<file path="config.mk">
export PLATFORM = sky130hd
export DESIGN_NAME = vga_sync_decoder
export DESIGN_NICKNAME = d
export VERILOG_FILES = /design/src/rtl/vga_sync_decoder_pkg.sv /design/src/rtl/vga_sync_edge.sv /design/src/rtl/vga_sync_decoder.sv
export SDC_FILE = /design/constraint.sdc
export NUM_CORES = 1
export LEC_CHECK = 0
export CAP_MARGIN = 10
export CORE_ASPECT_RATIO = 1.5
export CORE_MARGIN = 2
export CORE_UTILIZATION = 42
export CTS_CLUSTER_SIZE = 28
export DETAILED_ROUTE_END_ITERATION = 10
export SETUP_SLACK_MARGIN = 0.15
export SYNTH_ARGS = -nofsm -noshare
export SYNTH_HDL_FRONTEND = slang
export SYNTH_HIERARCHICAL = 1
export SYNTH_SLANG_ARGS = --single-unit
</file>
<file path="constraint.sdc">
create_clock -name clk_50 -period 4.3 [get_ports clk_50]
set_input_delay 1.29 -clock clk_50 [delete_from_list [all_inputs] [get_ports clk_50]]
set_output_delay 1.29 -clock clk_50 [all_outputs]
set_load 0.01 [all_outputs]
</file>
<file path="src/rtl/vga_sync_decoder_pkg.sv">
// vga_sync_decoder_pkg: counter widths, FSM encoding and reference timing
// shared by the sync decoder, its edge detector and benches.
package vga_sync_decoder_pkg;

  localparam int HCNT_W = 11;
  localparam int VCNT_W = 10;

  localparam logic [HCNT_W-1:0] HCNT_MAX = '1;
  localparam logic [VCNT_W-1:0] VCNT_MAX = '1;

  localparam int STD_H_PIX    = 800;
  localparam int STD_LINE_CLK = 1600;
  localparam int STD_V_LINES  = 525;

  typedef enum logic [1:0] {
    ST_SEARCH  = 2'd0,
    ST_MEASURE = 2'd1,
    ST_LOCKED  = 2'd2
  } state_e;

  function automatic logic [HCNT_W-1:0] abs_diff(
    input logic [HCNT_W-1:0] a,
    input logic [HCNT_W-1:0] b
  );
    return (a >= b) ? (a - b) : (b - a);
  endfunction

endpackage

</file>
<file path="src/rtl/vga_sync_edge.sv">
// vga_sync_edge: 2-flop synchronizer, polarity fix and active-edge pulse.
// Define SYNC_FILTER_EN to require 3 equal samples before a level change.
module vga_sync_edge #(
  parameter bit ACTIVE_HIGH = 1'b1
) (
  input  logic clk_50,
  input  logic rst,
  input  logic sync_i,
  output logic rise_o
);

  localparam logic IDLE_PIN = ~ACTIVE_HIGH;

  logic s1_q;
  logic s2_q;
  logic lvl;

  always_ff @(posedge clk_50) begin
    if (rst) begin
      s1_q <= IDLE_PIN;
      s2_q <= IDLE_PIN;
    end else begin
      s1_q <= sync_i;
      s2_q <= s1_q;
    end
  end

  assign lvl = ACTIVE_HIGH ? s2_q : ~s2_q;

`ifdef SYNC_FILTER_EN
  logic h0_q;
  logic h1_q;
  logic flt_q;
  logic flt_d;
  logic all1;
  logic all0;

  assign all1 = lvl & h0_q & h1_q;
  assign all0 = ~(lvl | h0_q | h1_q);

  always_comb begin
    flt_d = flt_q;
    if (all1) begin
      flt_d = 1'b1;
    end else if (all0) begin
      flt_d = 1'b0;
    end
  end

  always_ff @(posedge clk_50) begin
    if (rst) begin
      h0_q  <= 1'b0;
      h1_q  <= 1'b0;
      flt_q <= 1'b0;
    end else begin
      h0_q  <= lvl;
      h1_q  <= h0_q;
      flt_q <= flt_d;
    end
  end

  assign rise_o = all1 & ~flt_q;
`else
  logic prev_q;

  always_ff @(posedge clk_50) begin
    if (rst) begin
      prev_q <= 1'b0;
    end else begin
      prev_q <= lvl;
    end
  end

  assign rise_o = lvl & ~prev_q;
`endif

endmodule

</file>
<file path="src/rtl/vga_sync_decoder.sv">
// vga_sync_decoder: recovers line/frame timing from external hsync/vsync.
// Build option SYNC_FILTER_EN selects the glitch-filtered edge detector.
module vga_sync_decoder
  import vga_sync_decoder_pkg::*;
#(
  parameter bit HS_ACTIVE_HIGH = 1'b1,
  parameter bit VS_ACTIVE_HIGH = 1'b1,
  parameter int LINE_TOL       = 4,
  parameter int MISS_MAX       = 3,
  parameter int MIN_LINE       = 256
) (
  input  logic        clk_50,
  input  logic        rst,
  input  logic        sync_hs,
  input  logic        sync_vs,
  output logic        locked,
  output logic        line_start,
  output logic        frame_start,
  output logic [9:0]  pix_x,
  output logic [9:0]  pix_y,
  output logic [10:0] line_len,
  output logic [9:0]  frame_lines
);

  localparam int MW = $clog2(MISS_MAX + 1);
  localparam logic [MW-1:0]     MMAX = MW'(MISS_MAX);
  localparam logic [HCNT_W-1:0] TOL  = HCNT_W'(LINE_TOL);
  localparam logic [HCNT_W-1:0] MINL = HCNT_W'(MIN_LINE);

  logic hs_edge;
  logic vs_edge;

  vga_sync_edge #(.ACTIVE_HIGH(HS_ACTIVE_HIGH)) u_hs (
    .clk_50 (clk_50),
    .rst    (rst),
    .sync_i (sync_hs),
    .rise_o (hs_edge)
  );

  vga_sync_edge #(.ACTIVE_HIGH(VS_ACTIVE_HIGH)) u_vs (
    .clk_50 (clk_50),
    .rst    (rst),
    .sync_i (sync_vs),
    .rise_o (vs_edge)
  );

  state_e            state_q, state_d;
  logic [HCNT_W-1:0] h_cnt_q, h_cnt_d;
  logic [VCNT_W-1:0] v_cnt_q, v_cnt_d;
  logic              vs_pend_q, vs_pend_d;
  logic [MW-1:0]     miss_q, miss_d;
  logic [HCNT_W-1:0] line_len_q, line_len_d;
  logic [VCNT_W-1:0] frame_lines_q, frame_lines_d;
  logic              locked_q;
  logic              line_start_q;
  logic              frame_start_q;

  logic              frame_ev;
  logic              sig_lost;
  logic [HCNT_W-1:0] hlen;
  logic [VCNT_W-1:0] vlen;
  logic              line_bad;
  logic              frame_bad;

  assign frame_ev  = hs_edge & (vs_pend_q | vs_edge);
  // A line start in the same cycle revives a saturated counter.
  assign sig_lost  = (h_cnt_q == HCNT_MAX) & ~hs_edge;
  assign hlen      = h_cnt_q + 1'b1;
  assign vlen      = v_cnt_q + 1'b1;
  assign line_bad  = abs_diff(hlen, line_len_q) > TOL;
  assign frame_bad = frame_ev & (vlen != frame_lines_q);

  always_comb begin
    h_cnt_d   = h_cnt_q;
    v_cnt_d   = v_cnt_q;
    vs_pend_d = vs_pend_q;
    if (hs_edge) begin
      h_cnt_d = '0;
    end else if (h_cnt_q != HCNT_MAX) begin
      h_cnt_d = h_cnt_q + 1'b1;
    end
    if (hs_edge) begin
      vs_pend_d = 1'b0;
    end else if (vs_edge) begin
      vs_pend_d = 1'b1;
    end
    if (frame_ev) begin
      v_cnt_d = '0;
    end else if (hs_edge && v_cnt_q != VCNT_MAX) begin
      v_cnt_d = v_cnt_q + 1'b1;
    end
  end

  always_comb begin
    state_d       = state_q;
    miss_d        = miss_q;
    line_len_d    = line_len_q;
    frame_lines_d = frame_lines_q;
    if (sig_lost) begin
      state_d = ST_SEARCH;
      miss_d  = '0;
    end else begin
      unique case (state_q)
        ST_SEARCH: begin
          if (frame_ev) begin
            state_d = ST_MEASURE;
          end
        end
        ST_MEASURE: begin
          if (hs_edge) begin
            line_len_d = hlen;
            if (frame_ev) begin
              frame_lines_d = vlen;
              if (hlen >= MINL) begin
                state_d = ST_LOCKED;
              end
            end
          end
        end
        ST_LOCKED: begin
          if (hs_edge) begin
            if (line_bad || frame_bad) begin
              if (miss_q + 1'b1 == MMAX) begin
                state_d = ST_SEARCH;
                miss_d  = '0;
              end else begin
                miss_d = miss_q + 1'b1;
              end
            end else begin
              miss_d = '0;
            end
          end
        end
        default: begin
          state_d = ST_SEARCH;
          miss_d  = '0;
        end
      endcase
    end
  end

  always_ff @(posedge clk_50) begin
    if (rst) begin
      state_q       <= ST_SEARCH;
      h_cnt_q       <= '0;
      v_cnt_q       <= '0;
      vs_pend_q     <= 1'b0;
      miss_q        <= '0;
      line_len_q    <= '0;
      frame_lines_q <= '0;
      locked_q      <= 1'b0;
      line_start_q  <= 1'b0;
      frame_start_q <= 1'b0;
    end else begin
      state_q       <= state_d;
      h_cnt_q       <= h_cnt_d;
      v_cnt_q       <= v_cnt_d;
      vs_pend_q     <= vs_pend_d;
      miss_q        <= miss_d;
      line_len_q    <= line_len_d;
      frame_lines_q <= frame_lines_d;
      locked_q      <= (state_d == ST_LOCKED);
      line_start_q  <= hs_edge;
      frame_start_q <= frame_ev;
    end
  end

  assign locked      = locked_q;
  assign line_start  = line_start_q;
  assign frame_start = frame_start_q;
  assign pix_x       = h_cnt_q[HCNT_W-1:1];
  assign pix_y       = v_cnt_q;
  assign line_len    = line_len_q;
  assign frame_lines = frame_lines_q;

endmodule

</file>
==> results of run 1 <==
==> flip-flops by register name (all words and copies together), names as in the netlist, 2 cells and up <==
| signal | count |
|---|---|
| frame_lines | 10 |
| pix_y | 10 |
| h_cnt_q | 11 |
| state_q | 2 |
| miss_q | 2 |
| line_len | 11 |
==> power by group through the flow <==
stage	registers [uW]	clock network [uW]	logic, uW
after global placement	543	0	244
after global routing	533	449	277
after floorplan	543	0	175
after CTS	531	432	248
final	532	425	254
after detailed placement	543	0	247
==> metrics by stage <==
| step | power (uW) | area (um2) | setup WS (ns) |
|---|---|---|---|
| after floorplan | 718 | 3760 | 0.586 |
| after global placement | 787 | 4290 | 0.264 |
| after detailed placement | 790 | 4290 | 0.168 |
| after CTS | 1210 | 4440 | 0.160 |
| after global routing | 1260 | 4530 | 0.114 |
| final | 1210 | 4530 | 0.384 |
==> final cells by class <==
class | count | area [um2]
clock buffers | 6 | 129
clock inverters | 2 | 17.5
fillers | 838 | 4250
inverters | 29 | 109
multi-input cells | 348 | 2420
flip-flops and latches | 56 | 1120
well taps | 110 | 138
repair buffers | 63 | 591
==> worst register-to-register path, stage by stage (launching register included) <==
cell,delay (ns)
dfxtp_1,0.40
and4_4,0.26
and2_2,0.16
nand4_1,0.14
xor2_2,0.24
inv_1,0.07
ha_1,0.35
nand3_1,0.21
nor4_2,0.38
nor2_2,0.16
a2111oi_2,0.33
a31oi_1,0.10
xor2_1,0.17
or4_4,0.57
a211o_1,0.27
==> worst max path at each step <==
| stage | cells after the start | endpoint | slack [ns] |
|---|---|---|---|
| detailed placement | 14 | locked$_SDFF_PP0_ | 0.17 |
| finish | 14 | miss_q[1]$_SDFFE_PP0P_ | 0.38 |
| CTS | 14 | locked$_SDFF_PP0_ | 0.16 |
| floorplan | 15 | miss_q[0]$_SDFFE_PP0P_ | 0.59 |
| global route | 15 | locked$_SDFF_PP0_ | 0.11 |
| global placement | 14 | locked$_SDFF_PP0_ | 0.26 |
==> layer usage <==
metal	share of wire	global-route usage	vias up
met4	0.050	0.127	0
met5	0	0	-
met1	0.37	0.251	1637
li1	-	-	1710
met2	0.55	0.404	81
met3	0.033	0.0376	35
==> cell usage in the layout (no fill, tap or decap), types with 4 or more instances in the layout <==
cell,count
ha_1,19
nand2_1,25
nor2_1,51
nand4_1,8
or3_1,4
o21a_1,5
o31ai_1,5
inv_1,29
o21ai_0,12
xor2_1,13
o31a_1,4
a211o_1,5
nor2b_1,19
dfxtp_1,54
buf_4,16
nand3_1,13
a21oi_1,30
a211oi_1,20
nor3_1,9
a31oi_1,4
and3_1,7
xnor2_1,17
clkbuf_16,5
a21o_1,6
clkdlybuf4s50_1,47
==> logic make-up after synthesis <==
kind of cell | after synthesis
AO/OA/AOI/OAI | 122
buffers and inverters | 60
XOR/XNOR | 33
adder cells (fa/ha/maj) | 23
multiplexers | 4
flip-flops | 56
AND/OR/NAND/NOR | 166
==> repair_timing <==
item | 4_1_cts | 5_1_grt
gates resized for setup | 1 | 14
setup endpoints to repair | 1 | 4
buffers inserted | 0 | 3
pin swaps | 0 | 4
==> flow_metrics.py, run 1 <==
metrics = {
    "logic_synthesis": {
        "synth_top_family_by_area": "simple AND/OR/NAND/NOR gates",
        "ys_async_sr_fraction": 0,
        "yosysUniqueCellTypes": 71,
        "synth_edf_count": 0,
        "postSynthCellCount": 464,
        "ys.flop_type": "dfxtp_1",
        "ys_seq_area_frac": 0.298,
        "muxShareOfSynthArea": 0.0110,
        "yosys.area_share.simple": 0.228,
        "synth_top_area_share": 0.298,
        "synth-xor-area-share": 0.0768,
        "syn_area_mm2": 0.00376,
        "synth_compound_area_frac": 0.228,
        "yosys_warnings": 6,
        "yosysMostFrequentCell": "dfxtp_1",
        "syn-num-nets": 491,
        "netlist_top_cells_count": "56 x dfxtp_1, 53 x nor2_1, 30 x a21oi_1",
        "syn_area_per_cell_um2": 8.11,
        "ys_ff_latch": 56,
        "synthTopCellsByArea": "dfxtp_1 30%, ha_1 7.0%, nor2_1 5.3%, xnor2_1 4.4%, a211oi_1 4.2%",
        "synth_top_cell_by_area": "dfxtp_1",
        "synth-adder-area-share": 0.0804,
    },
    "setup_path": {
        "slowest_delay_ns": 0.57,
        "crit_required_ns": 4.49,
        "endpoint_kind": "flip-flop",
        "worstPathCellList": "and4_4, and2_2, nand4_1, xor2_2, inv_1, ha_1, nand3_1, nor4_2, nor2_2, a2111oi_2, a31oi_1, xor2_1, or4_4, a211o_1",
        "r2r_start": "h_cnt_q[3]$_SDFFE_PP0P_",
        "crit_fanout": 9,
        "critPathLaunchType": "flip-flop",
        "crit_slowest_cell": "or4_4",
        "worst_ep_arrival_time_ns": 4.10,
        "cp-startpoint": "h_cnt_q[3]$_SDFFE_PP0P_",
        "crit_family": "simple AND/OR/NAND/NOR gates",
        "crit_buf_inv": 1,
        "worstSetupPathType": "reg2reg",
        "rr_endpoint": "miss_q[1]$_SDFFE_PP0P_",
        "rrSetupSlack_ns": 0.38,
        "worst_r2r_path_depth": 14,
    },
    "drt": {
        "drt_wl_total_um": 10700,
        "via_per_inst": 5.64,
        "drtAntennaViolNets": 0,
        "vias": 3463,
        "drc_errors": 0,
        "dr.first_iter.drc_count": 135,
        "dr.pass1.iters": 5,
        "wire_per_inst_um": 17.5,
    },
    "global_route": {
        "grt_pass1_wl_um": 17000,
        "grt_max_degree": 20,
        "grt-ovfl-total": 0,
        "grt_pass1_vias": 3404,
        "grt_usage": 0.229,
        "antenna_found_initial": 0,
    },
    "run": {
        "max_cap_viol_count": 0,
    },
    "timing": {
        "final.setup.tns_ns": 0,
        "rsz0062_at_grt": "no",
        "hold_ws_ns": 0.438,
        "slew_headroom": 0.255,
        "max_freq_mhz": 255,
        "finalSetupViolations": 0,
        "period_share": 0.911,
        "max_slew.worst_pin.slew_ns": 1.11,
        "period_needed_ns": 3.92,
        "drv_slew": 0,
        "hold_viol_final": 0,
        "final.setup_skew_ns": 0.0115,
    },
    "cts": {
        "path_clk_slew_ns": 0.08,
        "cts_buffers": 5,
        "ctsHoldBuffers": 0,
        "cts_buffer_depth": 2,
        "cts_max_level": 2,
        "cts-root-buf": "clkbuf_16",
        "cts_tree": "built",
        "clkSinkCount": 56,
        "clk_latency_ns": 0.30,
    },
    "die": {
        "die_w_um": 81.3,
        "coreArea_mm2": 0.00878,
        "ios": 48,
        "die_area_mm2": 0.00975,
        "rows": 42,
        "floorplan.initialDensity": 0.429,
        "fp.dieH_um": 120,
    },
    "hold_path": {
        "min_path_type": "reg2reg",
        "min_to": "u_vs/lvl$_SDFF_PP0_",
        "hp-start": "u_vs/s1_q$_SDFF_PP0_",
        "whs_path_depth": 1,
    },
    "finish": {
        "syn2layout_area_growth_pct": 20.3,
        "antennaDiodeCount": 0,
        "final_nets": 530,
        "drive_gt1_frac": 0.105,
        "final_cells": 614,
        "final_core_util": 0.516,
    },
    "power_and_ir_drop": {
        "vdd_ir_drop_max_mv": 0.201,
        "p_seq_frac": 0.439,
        "clockPowerShare": 0.351,
        "power_leakage_uw": 0.00175,
        "combPwrFrac": 0.210,
        "pwr_density_cell_mw_per_mm2": 267,
        "p_sw_uw": 358,
        "switching_share": 0.295,
        "cell_internal_pwr_uw": 854,
    },
    "placement": {
        "post-dp-hpwl_um": 8340,
        "io_buffers": 47,
        "dp_cells": 603,
        "place_congestion": 0.979,
    },
    "status": {
        "outcome": "finished, final reports clean",
    },
}
No activity file was read; power rests on OpenSTA's default activity.
==> run 2, diff against run 1 <==
Settings changed: CELL_PAD_IN_SITES_DETAIL_PLACEMENT set to 1, CELL_PAD_IN_SITES_GLOBAL_PLACEMENT set to 1, PLACE_DENSITY_LB_ADDON set to 0.1, SLEW_MARGIN set to 5.
==> run 2 against run 1 <==
Power is 0.63% higher; critical endpoint unchanged; wire length is 8.4% higher; sequential power hardly changed; non-clock buffer count is 1 higher; highest routed layer unchanged; combinational power hardly changed; die area stayed put.
==> flow_metrics.py, run 2 (same netlist as run 1, synthesis figures left out) <==
metrics = {
    "power_and_ir_drop": {
        "pwr_density_cell_mw_per_mm2": 269,
        "vdd_ir_drop_max_mv": 0.144,
        "power_leakage_uw": 0.00176,
        "p_total_uw": 1220,
    },
    "status": {
        "outcome": "finished, final reports clean",
    },
    "timing": {
        "final.setup.tns_ns": 0,
        "drv_slew": 0,
        "max_slew.worst_pin.slew_ns": 0.601,
        "hold_viol_final": 0,
        "period_needed_ns": 4.03,
        "hold_ws_ns": 0.445,
        "max_freq_mhz": 248,
        "period_share": 0.937,
        "finalSetupViolations": 0,
        "rsz0062_at_grt": "no",
        "slew_headroom": 0.598,
        "final.setup_skew_ns": 0.00878,
    },
    "setup_path": {
        "endpoint_kind": "flip-flop",
        "worstSetupPathType": "reg2reg",
        "worst_r2r_path_depth": 12,
        "crit_required_ns": 4.49,
        "rr_endpoint": "miss_q[1]$_SDFFE_PP0P_",
        "rrSetupSlack_ns": 0.27,
        "critPathLaunchType": "flip-flop",
        "r2r_start": "h_cnt_q[0]$_SDFFE_PP0P_",
        "worst_ep_arrival_time_ns": 4.22,
        "crit_fanout": 7,
    },
    "cts": {
        "cts_max_level": 2,
        "cts-root-buf": "clkbuf_16",
        "cts_buffer_depth": 2,
        "cts_setup_buffers": 0,
        "clk_latency_ns": 0.30,
        "cts_buffers": 5,
        "clkSinkCount": 56,
        "path_clk_slew_ns": 0.08,
        "cts_tree": "built",
    },
    "global_route": {
        "grt_usage": 0.251,
        "grt_max_degree": 20,
        "antenna_found_initial": 0,
        "grt-ovfl-total": 0,
        "grt_pass1_wl_um": 18500,
        "grt_pass1_vias": 3644,
    },
    "finish": {
        "syn2layout_area_growth_pct": 20.2,
        "final_core_util": 0.516,
        "stdcell_area_mm2": 0.00453,
        "layout_commonest_cell": "dfxtp_1",
        "antennaDiodeCount": 0,
        "final_nets": 531,
        "drive_gt1_frac": 0.109,
        "final_cell_mix": "53 x dfxtp_1, 50 x nor2_1, 47 x clkdlybuf4s50_1, 30 x a21oi_1, 29 x inv_1",
    },
    "die": {
        "die_area_mm2": 0.00975,
        "rows": 42,
        "fp.dieH_um": 120,
        "die_w_um": 81.3,
        "floorplan.initialDensity": 0.429,
        "coreArea_mm2": 0.00878,
        "ios": 48,
    },
    "drt": {
        "wire_per_inst_um": 18.9,
        "dr.first_iter.drc_count": 100,
        "drt_wl_total_um": 11600,
        "drtAntennaViolNets": 0,
        "via_per_inst": 5.61,
        "dr.pass1.iters": 4,
        "vias": 3451,
        "drc_errors": 0,
    },
    "placement": {
        "place_congestion": 0.922,
        "place_area_mm2": 0.00432,
        "io_buffers": 47,
        "post-dp-hpwl_um": 9380,
    },
    "hold_path": {
        "min_path_type": "reg2reg",
        "hp-start": "u_vs/s1_q$_SDFF_PP0_",
        "min_to": "u_vs/lvl$_SDFF_PP0_",
        "whs_path_depth": 1,
    },
    "run": {
        "max_cap_viol_count": 0,
    },
}
-- run 2: changes by cell type in the layout (fill, tap and decap cells not counted), sizes merged --
cell	before	now
buf	16	17
inv	31	30
clkinv	0	1
clkinvlp	0	1
clkbuf	6	5
-- run 2: critical path, cell delays in order, from the launching register on --
cell	delay, ns
dfxtp_2	0.36
ha_2	0.22
xnor2_1	0.42
inv_1	0.10
ha_1	0.38
nand3_1	0.24
o21bai_1	0.22
a31oi_1	0.22
o311ai_2	0.37
a32oi_1	0.12
a2111o_1	0.45
or4_4	0.55
a211o_1	0.27
-- run 2: metal layers --
layer	global-route usage	wire length (um)	part of all wire	up-vias
li1	-	-	-	1708
met1	0.254	4340	0.37	1657
met2	0.475	6480	0.56	59
met3	0.0414	277	0.024	27
met4	0.121	540	0.046	0
met5	0	0	0	-
-- run 2: layout make-up --
| class | count | area [um2] |
|---|---|---|
| multi-input combinational | 348 | 2400 |
| timing repair buffer | 64 | 598 |
| inverter | 29 | 109 |
| clock inverter | 3 | 27.5 |
| clock buffer | 5 | 125 |
| tap | 110 | 138 |
| sequential | 56 | 1120 |
| fill | 1066 | 4250 |
-- run 2: worst max path at each step --
stage                                 start                endpoint  slack [ns]  cells past startpoint
floorplan           h_cnt_q[0]$_SDFFE_PP0P_  miss_q[0]$_SDFFE_PP0P_        0.59                     15
global placement    h_cnt_q[0]$_SDFFE_PP0P_  miss_q[1]$_SDFFE_PP0P_        0.22                     14
detailed placement  h_cnt_q[0]$_SDFFE_PP0P_  miss_q[1]$_SDFFE_PP0P_         0.1                     14
CTS                 h_cnt_q[0]$_SDFFE_PP0P_  miss_q[1]$_SDFFE_PP0P_        0.18                     14
global route        h_cnt_q[4]$_SDFFE_PP0P_  miss_q[1]$_SDFFE_PP0P_        0.15                     14
finish              h_cnt_q[0]$_SDFFE_PP0P_  miss_q[1]$_SDFFE_PP0P_        0.27                     12
-- run 2: repair_timing --
| item | in CTS | in global routing |
|---|---|---|
| hold buffers | 0 | 0 |
| endpoints found under the setup margin | 4 | 4 |
| gates resized for setup | 4 | 11 |
| endpoints found under the hold margin | 0 | 0 |
-- run 2: report_power, final --
| group | total, uW | internal, uW | switching [uW] |
|---|---|---|---|
| clock | 430 | 222 | 209 |
| sequential | 531 | 525 | 6.39 |
| combinational | 257 | 106 | 151 |
-- run 2: per-stage QoR --
step	setup slack (ns)	std cells
2_1_floorplan	0.586	464
3_3_place_gp	0.223	607
3_5_place_dp	0.0962	607
4_1_cts	0.181	615
5_1_grt	0.155	615
6_report	0.270	615
==> run 3, diff against run 2 <==
Settings changed: CORE_MARGIN 2 to 5, GPL_ROUTABILITY_DRIVEN set to 1.
==> run 3 against run 2 <==
Final cell count is 0.49% lower; power is 7.9% higher; clock power is 23% higher; count of clock-buffer cells in the layout stayed put; maximum frequency is 0.75% higher; core utilization is 0.51 points higher; largest power group unchanged.
==> flow_metrics.py, run 3 (same netlist as run 1, synthesis figures left out) <==
metrics = {
    "status": {
        "outcome": "finished, final reports clean",
    },
    "finish": {
        "ff_latch_area_mm2": 0.00113,
        "drive_gt1_frac": 0.116,
        "multi_input_area_mm2": 0.00243,
        "final_cell_mix": "52 x dfxtp_1, 50 x nor2_1, 47 x clkdlybuf4s50_1, 30 x a21oi_1, 29 x inv_1",
        "antennaDiodeCount": 0,
        "nFillCells": 1073,
        "final_cells": 612,
        "layout_commonest_cell": "dfxtp_1",
        "final_nets": 529,
        "syn2layout_area_growth_pct": 21.4,
    },
    "timing": {
        "final.setup_skew_ns": 0.00612,
        "drv_slew": 0,
        "max_freq_mhz": 250,
        "period_needed_ns": 4.00,
        "max_slew.worst_pin.slew_ns": 0.653,
        "final.setup.tns_ns": 0,
        "rsz0062_at_grt": "no",
        "finalSetupViolations": 0,
        "period_share": 0.930,
        "layout_setup_ws_ns": 0.300,
        "hold_viol_final": 0,
        "slew_headroom": 0.561,
    },
    "die": {
        "coreArea_mm2": 0.00878,
        "floorplan.initialDensity": 0.429,
        "ios": 48,
        "die_w_um": 87.3,
        "die_area_mm2": 0.0110,
        "rows": 42,
        "fp.dieH_um": 126,
    },
    "cts": {
        "cts_buffers": 5,
        "cts_tree": "built",
        "cts_buffer_depth": 2,
        "cts-root-buf": "clkbuf_16",
        "path_clk_slew_ns": 0.07,
        "cts_max_level": 2,
        "clkSinkCount": 56,
        "clk_latency_ns": 0.30,
    },
    "setup_path": {
        "crit_slowest_cell": "or4_4",
        "worstSetupPathType": "reg2reg",
        "worst_r2r_path_depth": 12,
        "worst_ep_arrival_time_ns": 4.18,
        "slowest_delay_ns": 0.55,
        "crit_required_ns": 4.48,
        "endpoint_kind": "flip-flop",
        "crit_fanout": 11,
        "rrSetupSlack_ns": 0.30,
        "worstPathCellList": "ha_2, xnor2_1, inv_1, ha_1, nand3_1, o21bai_1, a31oi_1, o311ai_2, a32oi_1, a2111o_1, or4_4, a211o_1",
        "critPathLaunchType": "flip-flop",
    },
    "power_and_ir_drop": {
        "pwr_density_cell_mw_per_mm2": 288,
        "vdd_ir_drop_max_mv": 0.196,
        "power_leakage_uw": 0.00178,
    },
    "drt": {
        "dr.first_iter.drc_count": 102,
        "drtAntennaViolNets": 0,
        "drc_errors": 0,
        "vias": 3463,
        "drt_wl_total_um": 11900,
        "via_per_inst": 5.66,
        "dr.pass1.iters": 4,
        "wire_per_inst_um": 19.4,
    },
    "hold_path": {
        "whs_path_depth": 1,
        "min_path_type": "reg2reg",
    },
    "placement": {
        "pre_cts_ws_ns": 0.114,
        "post-dp-hpwl_um": 9280,
        "io_buffers": 47,
        "dp_cells": 603,
        "place_congestion": 0.906,
    },
    "global_route": {
        "grt_usage": 0.219,
        "grt-ovfl-total": 0,
        "antenna_found_initial": 0,
        "grt_pass1_vias": 3727,
        "grt_max_degree": 20,
        "grt_pass1_wl_um": 19100,
    },
    "run": {
        "max_cap_viol_count": 0,
    },
}
-- run 3: final cells by class --
type	count	share of cell area
multi-input combinational	348	0.532
clock inverter	2	0.0131
clock buffer	5	0.0274
tap	110	0.0301
inverter	29	0.0238
sequential	56	0.246
timing repair buffer	62	0.128
-- run 3: power by group --
| group | switching (uW) | leakage [uW] | total, uW | internal, uW |
|---|---|---|---|---|
| Combinational | 152 | 0.00123 | 258 | 106 |
| Sequential | 5.93 | 0.000455 | 531 | 525 |
| Clock | 196 | 0.0000899 | 527 | 331 |
| Total | 354 | 0.00178 | 1320 | 962 |
-- run 3: final timing paths --
kind,start,endpoint
worst max register to register,h_cnt_q[1]$_SDFFE_PP0P_,miss_q[0]$_SDFFE_PP0P_
worst min-delay path,u_vs/s1_q$_SDFF_PP0_,u_vs/lvl$_SDFF_PP0_
worst min register to register,u_vs/s1_q$_SDFF_PP0_,u_vs/lvl$_SDFF_PP0_
worst max-delay path,h_cnt_q[1]$_SDFFE_PP0P_,miss_q[0]$_SDFFE_PP0P_
-- run 3: what timing repair did --
action,in CTS,in global routing
pin swaps,0,3
endpoints found under the setup margin,4,4
setup buffers,0,2
gates resized for setup,3,19
hold buffers,0,0
-- run 3: per-stage QoR --
stage,hold slack [ns],util,power (uW),cell area (um2)
after floorplan,0.414,-,718,3760
after global placement,0.421,0.488,787,4290
after detailed placement,0.440,0.488,787,4290
after CTS,0.460,0.511,1320,4490
after global routing,0.475,0.521,1370,4570
final,0.455,0.521,1320,4570
-- run 3: layer usage --
| layer | global-route usage | vias to the layer above | share of wire |
|---|---|---|---|
| li1 | - | 1705 | - |
| met1 | 0.233 | 1686 | 0.38 |
| met2 | 0.407 | 48 | 0.55 |
| met3 | 0.0301 | 24 | 0.019 |
| met4 | 0.107 | 0 | 0.051 |
| met5 | 0 | - | 0 |
-- run 3: critical path, delay by kind of cell, from the launching register on --
family | cells | cell delay (ns)
buf+inv | 1 | 0.08
fa+ha+maj | 2 | 0.66
compound gates | 6 | 1.60
xor+xnor | 1 | 0.39
simple gates | 2 | 0.80
flops | 1 | 0.34
==> edit (config.mk and constraints of run 1) <==
Set the parameter `MISS_MAX` to 2 (it was 3).
--- a/src/rtl/vga_sync_decoder.sv
+++ b/src/rtl/vga_sync_decoder.sv
@@ -8,3 +8,3 @@
   parameter int LINE_TOL       = 4,
-  parameter int MISS_MAX       = 3,
+  parameter int MISS_MAX       = 2,
   parameter int MIN_LINE       = 256
Check against the original RTL: no difference found for any inputs over 10 cycles, from zero or initial values and one cycle with rst high; that may be too few to reach the edited logic, so the function may still have changed.
==> edit against run 1 <==
  * Setup slack better by 0.0077 ns
  * Wire length grew 8.4%
  * Largest cell class unchanged
  * Critical endpoint unchanged
  * Power is essentially flat
  * Synthesized cell count is 2.2% higher
  * Sequential cell count is the same
  * Clock skew increased by 0.0040 ns
  * First-iteration DRC count up 33%
  * Design area up 1.8%
  * Area after synthesis up 3.6%
  * Final cell count up 0.65%
==> edit: results (changes against run 1) <==
| Metric | Value |
|---|---|
| Peak supply drop | 0.245 mV (+22%) |
| Mux share of post-synthesis cell area | 1.57% (+0.48 points) |
| Count of non-CTS buffers in the layout | 60 (-4.8%) |
| Post-Synth Adder-Cell Area | 7.76% (-0.28 points) |
| Global-route wire length before repair | 18300 um (+7.5%) |
| M3 GR Usage | 3.26% (-0.50 points) |
| Ys Warns | 6 (unchanged) |
| Relative slew slack | 23.6% (-1.9 points) |
| Hpwl dp | 9050 um (+8.5%) |
| Outcome | finished clean |
| Pin count of the biggest net entering global routing | 23 (+15%) |
| GP Congestion | 1.05 (+7.3%) |
| Vias after detailed routing | 3583 (+3.5%) |
| Nets | 532 (+0.38%) |
| Mapped Cells | 474 (+2.2%) |
| P_sw | 0.359 mW (+0.44%) |
| Multi-In Gates | 348 (unchanged) |
| Buffering overhead | 12.3% (-0.71 points) |
| Gr usage total | 24.3% (+1.5 points) |
| Signal inverters | 34 (+17%) |
| Crit Path Max Fanout | 10 (+1) |
| Synth area leaders | dfxtp_1, ha_1, xnor2_1, nor2_1, a211oi_1 |
| FF/Latch Area | 1120 um^2 (unchanged) |
| Fraction of area in multi-input gates | 54.1% (+0.56 points) |
| Pre-CTS WS | 0.00849 ns (-0.159 ns) |
| Net Count, Synth | 501 (+2.0%) |
| Routed wire per std cell | 18.8 um (+7.7%) |
| Met1 Usage GRT | 26.6% (+1.5 points) |
| Filler Cells Inserted | 921 (+9.9%) |
| Layout cells sized above 1 | 12.3% (+1.7 points) |
| Clock tree buffer depth | 2 (unchanged) |
| Synth cell count leaders | dfxtp_1, nor2_1, inv_1 |
| Post-synthesis sequential area ratio | 28.7% (-1.0 points) |
| M2 GR Usage | 42.8% (+2.5 points) |
| Post-Route Skew | 0.0155 ns (+0.00401 ns) |
| Post-synthesis compound-gate area fraction | 21.9% (-0.92 points) |
| Seq cells | 56 (unchanged) |
| LEAKAGE | 1.73 nW (-1.3%) |
| Vias per inst | 5.80 (+2.8%) |
| Vias in the first global route | 3500 (+2.8%) |
| Synth cell types | 76 (+7.0%) |
| DP Area | 4370 um^2 (+2.0%) |
| Post-Synth XOR/XNOR Area | 7.96% (+0.28 points) |
| Tapcell count | 112 (+1.8%) |
| Layout area overhead | 18.2% |
| Initial DRC Count | 180 (+33%) |
| Inst Count DP | 610 (+1.2%) |
[edit: cell count changes after synthesis, moves of 5 or more]
cell,before,now
inv_1,29,34
nand3_1,13,19
nor2_1,53,44
nor2b_1,19,12
o21ai_0,12,17
[edit: power groups by stage]
stage               combinational (mW)  clock (mW)  sequential [mW]
floorplan                        0.171           0            0.543
finish                           0.248       0.433            0.531
global placement                 0.241           0            0.542
global route                     0.268       0.464            0.532
CTS                              0.240       0.445            0.530
detailed placement               0.238           0            0.543
[edit: timing repair]
action | CTS | global route
hold buffers | 0 | 0
setup endpoints to repair | 4 | 4
buffers inserted | 0 | 0
resized for setup | 4 | 16
pin swaps | 0 | 2
[edit: layer usage]
| layer | wire (um) | share of wire [%] |
|---|---|---|
| met5 | 0 | 0 |
| met4 | 899 | 7.7 |
| met3 | 471 | 4.0 |
| met2 | 6010 | 52 |
| met1 | 4250 | 37 |
[edit: cell families after synthesis]
logic type | after synthesis
multiplexers | 6
adder cells (fa/ha/maj) | 23
flip-flops | 56
AO/OA/AOI/OAI | 122
buffers and inverters | 70
XOR/XNOR | 33
AND/OR/NAND/NOR | 164
[edit: path summary, 6_finish.rpt]
check             cells after the start                endpoint               startpoint  slack, ns
hold / removal                        1     u_hs/lvl$_SDFF_PP0_     u_hs/s1_q$_SDFF_PP0_       0.44
setup / recovery                     16  miss_q[1]$_SDFFE_PP0P_  h_cnt_q[0]$_SDFFE_PP0P_       0.39
setup reg to reg                     16  miss_q[1]$_SDFFE_PP0P_  h_cnt_q[0]$_SDFFE_PP0P_       0.39
hold reg to reg                       1     u_hs/lvl$_SDFF_PP0_     u_hs/s1_q$_SDFF_PP0_       0.44
